### src/rtl/wb_regfile_pipe.sv
// Pipelined Wishbone B4 slave register file: request FIFO, byte-lane
// writes, programmable wait states, read-only masking, error terminations.
module wb_regfile_pipe #(
   parameter int ADDR_WIDTH = 16,
   parameter int DATA_WIDTH = 32,
   parameter int GRANULE = 8,
   parameter int REGISTER_NUM = 16,
   parameter int FIFO_DEPTH = 4,
   parameter int WAIT_STATES = 0,
   parameter logic [REGISTER_NUM-1:0] RO_MASK = '0,
   parameter logic [DATA_WIDTH-1:0] RESET_VALUE = '0
) (
   input  logic                          clk_i,
   input  logic                          rst_i,
   input  logic                          cyc_i,
   input  logic                          stb_i,
   input  logic                          we_i,
   input  logic [ADDR_WIDTH-1:0]         adr_i,
   input  logic [DATA_WIDTH/GRANULE-1:0] sel_i,
   input  logic [DATA_WIDTH-1:0]         dat_i,
   output logic [DATA_WIDTH-1:0]         dat_o,
   output logic                          ack_o,
   output logic                          err_o,
   output logic                          stall_o
);
   localparam int SW = DATA_WIDTH / GRANULE;
   localparam int PW = $clog2(FIFO_DEPTH);
   localparam int CW = PW + 1;
   localparam int RW = (REGISTER_NUM > 1) ? $clog2(REGISTER_NUM) : 1;
   localparam int WW = (WAIT_STATES > 1) ? $clog2(WAIT_STATES) : 1;
   localparam int QW = 1 + ADDR_WIDTH + SW + DATA_WIDTH;

   typedef enum logic [1:0] {S_IDLE, S_WAIT, S_RESP} state_t;

   state_t                state_q, state_d;
   logic [WW-1:0]         ws_q, ws_d;
   logic [QW-1:0]         cur_q, cur_d;
   logic [QW-1:0]         mem_q [FIFO_DEPTH];
   logic [PW-1:0]         wr_ptr_q, wr_ptr_d;
   logic [PW-1:0]         rd_ptr_q, rd_ptr_d;
   logic [CW-1:0]         cnt_q, cnt_d;
   logic [DATA_WIDTH-1:0] regs_q [REGISTER_NUM];
   logic [DATA_WIDTH-1:0] regs_d [REGISTER_NUM];

   logic                  cur_we;
   logic [ADDR_WIDTH-1:0] cur_adr;
   logic [ADDR_WIDTH-1:0] idx;
   logic [SW-1:0]         cur_sel;
   logic [DATA_WIDTH-1:0] cur_dat;
   logic [DATA_WIDTH-1:0] rdata;
   logic [RW-1:0]         ri;
   logic                  bad_aln, bad_rng, bad_ro, cur_err;
   logic                  can_pop, push, pop, in_resp;

   assign {cur_we, cur_adr, cur_sel, cur_dat} = cur_q;
   assign idx = cur_adr >> $clog2(SW);
   assign ri = idx[RW-1:0];

   assign bad_aln = (cur_adr & ADDR_WIDTH'(SW - 1)) != '0;
   assign bad_rng = idx >= ADDR_WIDTH'(REGISTER_NUM);

   always_comb begin
      bad_ro = 1'b0;
      rdata = '0;
      if (!bad_rng) begin
         bad_ro = cur_we & RO_MASK[ri];
         rdata = regs_q[ri];
      end
   end

   assign cur_err = bad_aln | bad_rng | bad_ro;

   // The engine takes a new head whenever it is not counting wait states.
   assign can_pop = (state_q != S_WAIT) && (cnt_q != '0);
   assign pop = cyc_i & can_pop;
   assign stall_o = cyc_i & (cnt_q == CW'(FIFO_DEPTH)) & ~can_pop;
   assign push = cyc_i & stb_i & ~stall_o;

   assign in_resp = cyc_i & (state_q == S_RESP);
   assign ack_o = in_resp & ~cur_err;
   assign err_o = in_resp & cur_err;
   assign dat_o = (ack_o & ~cur_we) ? rdata : '0;

   always_comb begin
      state_d = state_q;
      ws_d = ws_q;
      cur_d = cur_q;
      if (!cyc_i) begin
         state_d = S_IDLE;
      end else begin
         unique case (state_q)
            S_WAIT: begin
               if (ws_q == '0) state_d = S_RESP;
               else ws_d = ws_q - 1'b1;
            end
            default: begin
               state_d = S_IDLE;
               if (can_pop) begin
                  cur_d = mem_q[rd_ptr_q];
                  if (WAIT_STATES > 0) begin
                     state_d = S_WAIT;
                     ws_d = WW'(WAIT_STATES - 1);
                  end else begin
                     state_d = S_RESP;
                  end
               end
            end
         endcase
      end
   end

   always_comb begin
      wr_ptr_d = wr_ptr_q;
      rd_ptr_d = rd_ptr_q;
      cnt_d = cnt_q;
      if (!cyc_i) begin
         wr_ptr_d = '0;
         rd_ptr_d = '0;
         cnt_d = '0;
      end else begin
         if (push) wr_ptr_d = wr_ptr_q + 1'b1;
         if (pop) rd_ptr_d = rd_ptr_q + 1'b1;
         if (push && !pop) cnt_d = cnt_q + 1'b1;
         else if (pop && !push) cnt_d = cnt_q - 1'b1;
      end
   end

   always_comb begin
      regs_d = regs_q;
      if (ack_o && cur_we) begin
         for (int b = 0; b < SW; b++) begin
            if (cur_sel[b])
               regs_d[ri][b*GRANULE +: GRANULE] = cur_dat[b*GRANULE +: GRANULE];
         end
      end
   end

   always_ff @(posedge clk_i or negedge rst_i) begin
      if (!rst_i) begin
         state_q <= S_IDLE;
         ws_q <= '0;
         cur_q <= '0;
         wr_ptr_q <= '0;
         rd_ptr_q <= '0;
         cnt_q <= '0;
         for (int i = 0; i < REGISTER_NUM; i++) regs_q[i] <= RESET_VALUE;
      end else begin
         state_q <= state_d;
         ws_q <= ws_d;
         cur_q <= cur_d;
         wr_ptr_q <= wr_ptr_d;
         rd_ptr_q <= rd_ptr_d;
         cnt_q <= cnt_d;
         regs_q <= regs_d;
      end
   end

   always_ff @(posedge clk_i or negedge rst_i) begin
      if (!rst_i) begin
         for (int i = 0; i < FIFO_DEPTH; i++) mem_q[i] <= '0;
      end else if (push) begin
         mem_q[wr_ptr_q] <= {we_i, adr_i, sel_i, dat_i};
      end
   end
endmodule

### config.mk
export PLATFORM = sky130hd
export DESIGN_NAME = wb_regfile_pipe
export DESIGN_NICKNAME = d
export VERILOG_FILES = /design/src/rtl/wb_regfile_pipe.sv
export SDC_FILE = /design/constraint.sdc
export NUM_CORES = 1
export LEC_CHECK = 0
export CORE_ASPECT_RATIO = 1.75
export CORE_MARGIN = 1.5
export CORE_UTILIZATION = 62
export DETAILED_ROUTE_END_ITERATION = 16
export PLACE_DENSITY = 0.86
export SLEW_MARGIN = 20
export SYNTH_ARGS = -nofsm -noshare
export SYNTH_HDL_FRONTEND = slang
export SYNTH_SLANG_ARGS = --single-unit
### constraint.sdc
create_clock -name clk_i -period 3.4 [get_ports clk_i]
set_clock_uncertainty 0.2 [all_clocks]
set_input_delay 0.51 -clock clk_i [delete_from_list [all_inputs] [get_ports clk_i]]
set_output_delay 0.51 -clock clk_i [all_outputs]
set_load 0.02 [all_outputs]
==> metrics.md <==
| Metric | Value |
|---|---|
| Detailed Place HPWL | `51,300 um` |
| Vias per cell | `6.30` |
| Max cap viols | `0` |
| Core box area | `55,300 um2` |
| Worst Reg-to-Reg Cells | `5` |
| Final period util | `0.984` |
| First-pass GRT wire length | `123,000 um` |
| Placed instance area | `37,300 um2` |
| Setup TNS | `0 ns` |
| GRT Util Overall | `0.280` |
| Area grow syn2layout | `14.8%` |
| Worst-path clk slew | `~0.060 ns` |
| Top FF cell, synth | `dfrtp_1` |
| Yosys warning total | `0` |
| Routed via count | `roughly 19,000` |
| Row cnt | `114` |
| Ports | `92` |
| Comb pwr share | `0.224` |
| RSZ-0062 raised after global routing | `no` |
| Die width | `182 um` |
| Via count of the first global-routing pass | `22,100` |
| Sw power | `7.55 mW` |
| Post-synth EDFFs | `0` |
| Crit start category | `flop` |
| Max rail drop VDD | `approximately 0.71 mV` |
| Flops & latches, synth | `a little under 800` |
| Fillers | `between 3,000 and 4,000` |
| Largest net degree at the start of global routing | `92` |
| Starting Density | `0.627` |
| Cell area after layout | `between 30,000 and 40,000 um2` |
| Post-synthesis async set-or-reset flop share | `1.00` |
| Final Max Tran Viols | `0` |
| Hold Vio Cnt, Final | `0` |
| 1st-iter DRT viols | `1,034` |
| Pwr Total | `26.0 mW` |
| Final Wtd Congestion | `about 0.8` |
| CP Class | `flop to output pin` |
| Congestion Overflow GR | `0` |
| Worst skew pair latency | `0.59 ns` |
| Die area | `57,500 um2` |
| Cts bufs inserted | `68` |
| Root buffer cell | `clkbuf_16` |
| Nets | `roughly 2,400` |
| H-tree levels | `3` |
| Required time worst endpoint | `2.69 ns` |
| Final core occ | `0.720` |
| Most frequent cells in the layout | `780 x dfrtp_1, 751 x mux2_2, 181 x mux4_2` |
| Leakage | `18.6 nW` |
| Pre-antenna DRT Iters | `4` |
| Routed Wire Length | `around 77,000 um` |
| Layout cell share with drive strength beyond 1 | `0.552` |
| Max-Slew Margin vs Limit | `0.419` |
| Internal power | `18.5 mW` |
| DR WL/cell | `25.2 um` |
| Register share of total power | `0.467` |
| Register area share after synthesis | `0.566` |
| DRC | `0` |
| Max Fclk | `~300 MHz` |
| Mapped cell area | `34,700 um2` |
| Final Setup Violations | `0` |
| Status | `finished, final reports clean` |
| Post-Syn Area per Cell | `between 15 and 20 um2` |
| Netlist cell types | `40` |
| Diodes inserted | `0` |
| Port bufs | `90` |
| Endpoint type of the worst setup path | `output pin` |
| CTS tree | `done` |
| Most common cell after layout, fill and taps aside | `dfrtp_1` |
| Worst Tran Pin Value | `roughly 0.87 ns` |
| Switching share of power | `0.290` |
| Hold path cells | `1` |
| Post-DRT Antenna Nets | `0` |
| Synth Instances | `2,107` |
| Syn_nets | `2,169` |
| Min-delay worst type | `flop to flop` |
| Worst Path Arrival | `2.63 ns` |
| CP Max Fanout | `15` |
| Initial antenna violation count | `0` |
| CTS Buffer Depth | `3` |
| Power Density | `about 650 nW/um2` |
| Clock sinks | `785` |
| Clock power frac | `0.310` |
| Die Y | `316 um` |
| Final Critical Period | `3.34 ns` |
==> cell usage after synthesis, types with 3 or more instances <==
master	instances	area share
and2_1	3	0.00054
and3b_1	3	0.00076
buf_1	15	0.0016
buf_2	20	0.0029
clkbuf_1	87	0.0094
dfrtp_1	785	0.57
ha_1	4	0.0014
inv_1	6	0.00065
mux2_1	26	0.0084
mux2_2	751	0.24
mux2i_1	65	0.019
mux4_2	181	0.12
nand2_1	9	0.00097
nand3_1	5	0.00072
nand4_1	16	0.0029
nor2_1	24	0.0026
nor2_2	44	0.0079
o21ai_0	4	0.00058
o22ai_1	32	0.0058
==> worst max-delay path, cell delays in order, from the launching register on <==
cell	delay, ns
dfrtp_4	0.49
buf_6	0.16
buf_16	0.16
buf_4	0.14
mux4_2	0.43
mux2i_1	0.15
buf_4	0.16
o22ai_1	0.09
clkdlybuf4s15_2	0.27
==> kinds of logic after synthesis <==
group                    share of synthesized area
flip-flops                                   0.566
buffers and inverters                       0.0148
other                                     0.000108
adder cells (fa/ha/maj)                    0.00202
AND/OR/NAND/NOR                             0.0211
AO/OA/AOI/OAI                              0.00710
XOR/XNOR                                  0.000757
multiplexers                                 0.388
==> final cells by class <==
class	instances	area, um2	area share
clock buffer	102	2070	0.0518
clock inverter	15	255	0.00640
inverter	6	22.5	0.000565
multi-input combinational	1193	14600	0.367
sequential	785	19700	0.493
tap	696	871	0.0218
timing repair buffer	248	2340	0.0588
==> state kept, by name, indices dropped and copies added, names as in the netlist <==
signal,cells
cur_q,53
rd_ptr_q,2
cnt_q,3
wr_ptr_q,2
state_q,1
regs_q,512
mem_q,212
==> worst paths after layout <==
| check | start | end | slack (ns) |
|---|---|---|---|
| worst max-delay path | cur_q[38] | dat_o[28] | 0.06 |
| worst min-delay path | regs_q[131] | regs_q[131] | 0.29 |
| worst max register to register | cur_q[40] | regs_q[442] | 0.40 |
| worst min register to register | regs_q[131] | regs_q[131] | 0.29 |
| max in group asynchronous | rst_i | regs_q[228] | 1.72 |
| min in group asynchronous | rst_i | regs_q[58] | 0.32 |
==> metal layers <==
layer  track usage  up-vias  part of all wire
met1         0.323    10400              0.37
met4         0.115        0             0.038
met3        0.0373      162             0.032
met2         0.526      373              0.56
li1              -     8254                 -
met5             0        -                 0
==> power groups by stage <==
| stage | combinational [mW] | sequential (mW) | clock [mW] |
|---|---|---|---|
| after global routing | 6.18 | 12.3 | 8.50 |
| after global placement | 5.16 | 12.1 | 0 |
| final | 5.82 | 12.1 | 8.05 |
| after detailed placement | 5.36 | 12.3 | 0 |
| after floorplan | 4.38 | 11.2 | 0 |
| after CTS | 5.81 | 12.1 | 8.18 |
==> what timing repair did <==
| action | 4_1_cts | 5_1_grt |
|---|---|---|
| endpoints found under the setup margin | 32 | 31 |
| gates cloned | 3 | 0 |
| setup buffers | 13 | 8 |
| gates resized for setup | 79 | 54 |
| pin swaps | 1 | 0 |
| endpoints found under the hold margin | 65 | 0 |
| hold buffers | 1 | 0 |
==> metrics by stage <==
step           hold WS, ns  setup slack [ns]  std cells
3_3_place_gp         0.262           -0.0642       2904
4_1_cts              0.288           -0.0300       3038
3_5_place_dp         0.273           -0.0944       2904
6_report             0.285            0.0554       3045
5_1_grt              0.311           0.00282       3045
2_1_floorplan       0.0144             0.719       2107
Power figures use the tool's default switching activity.
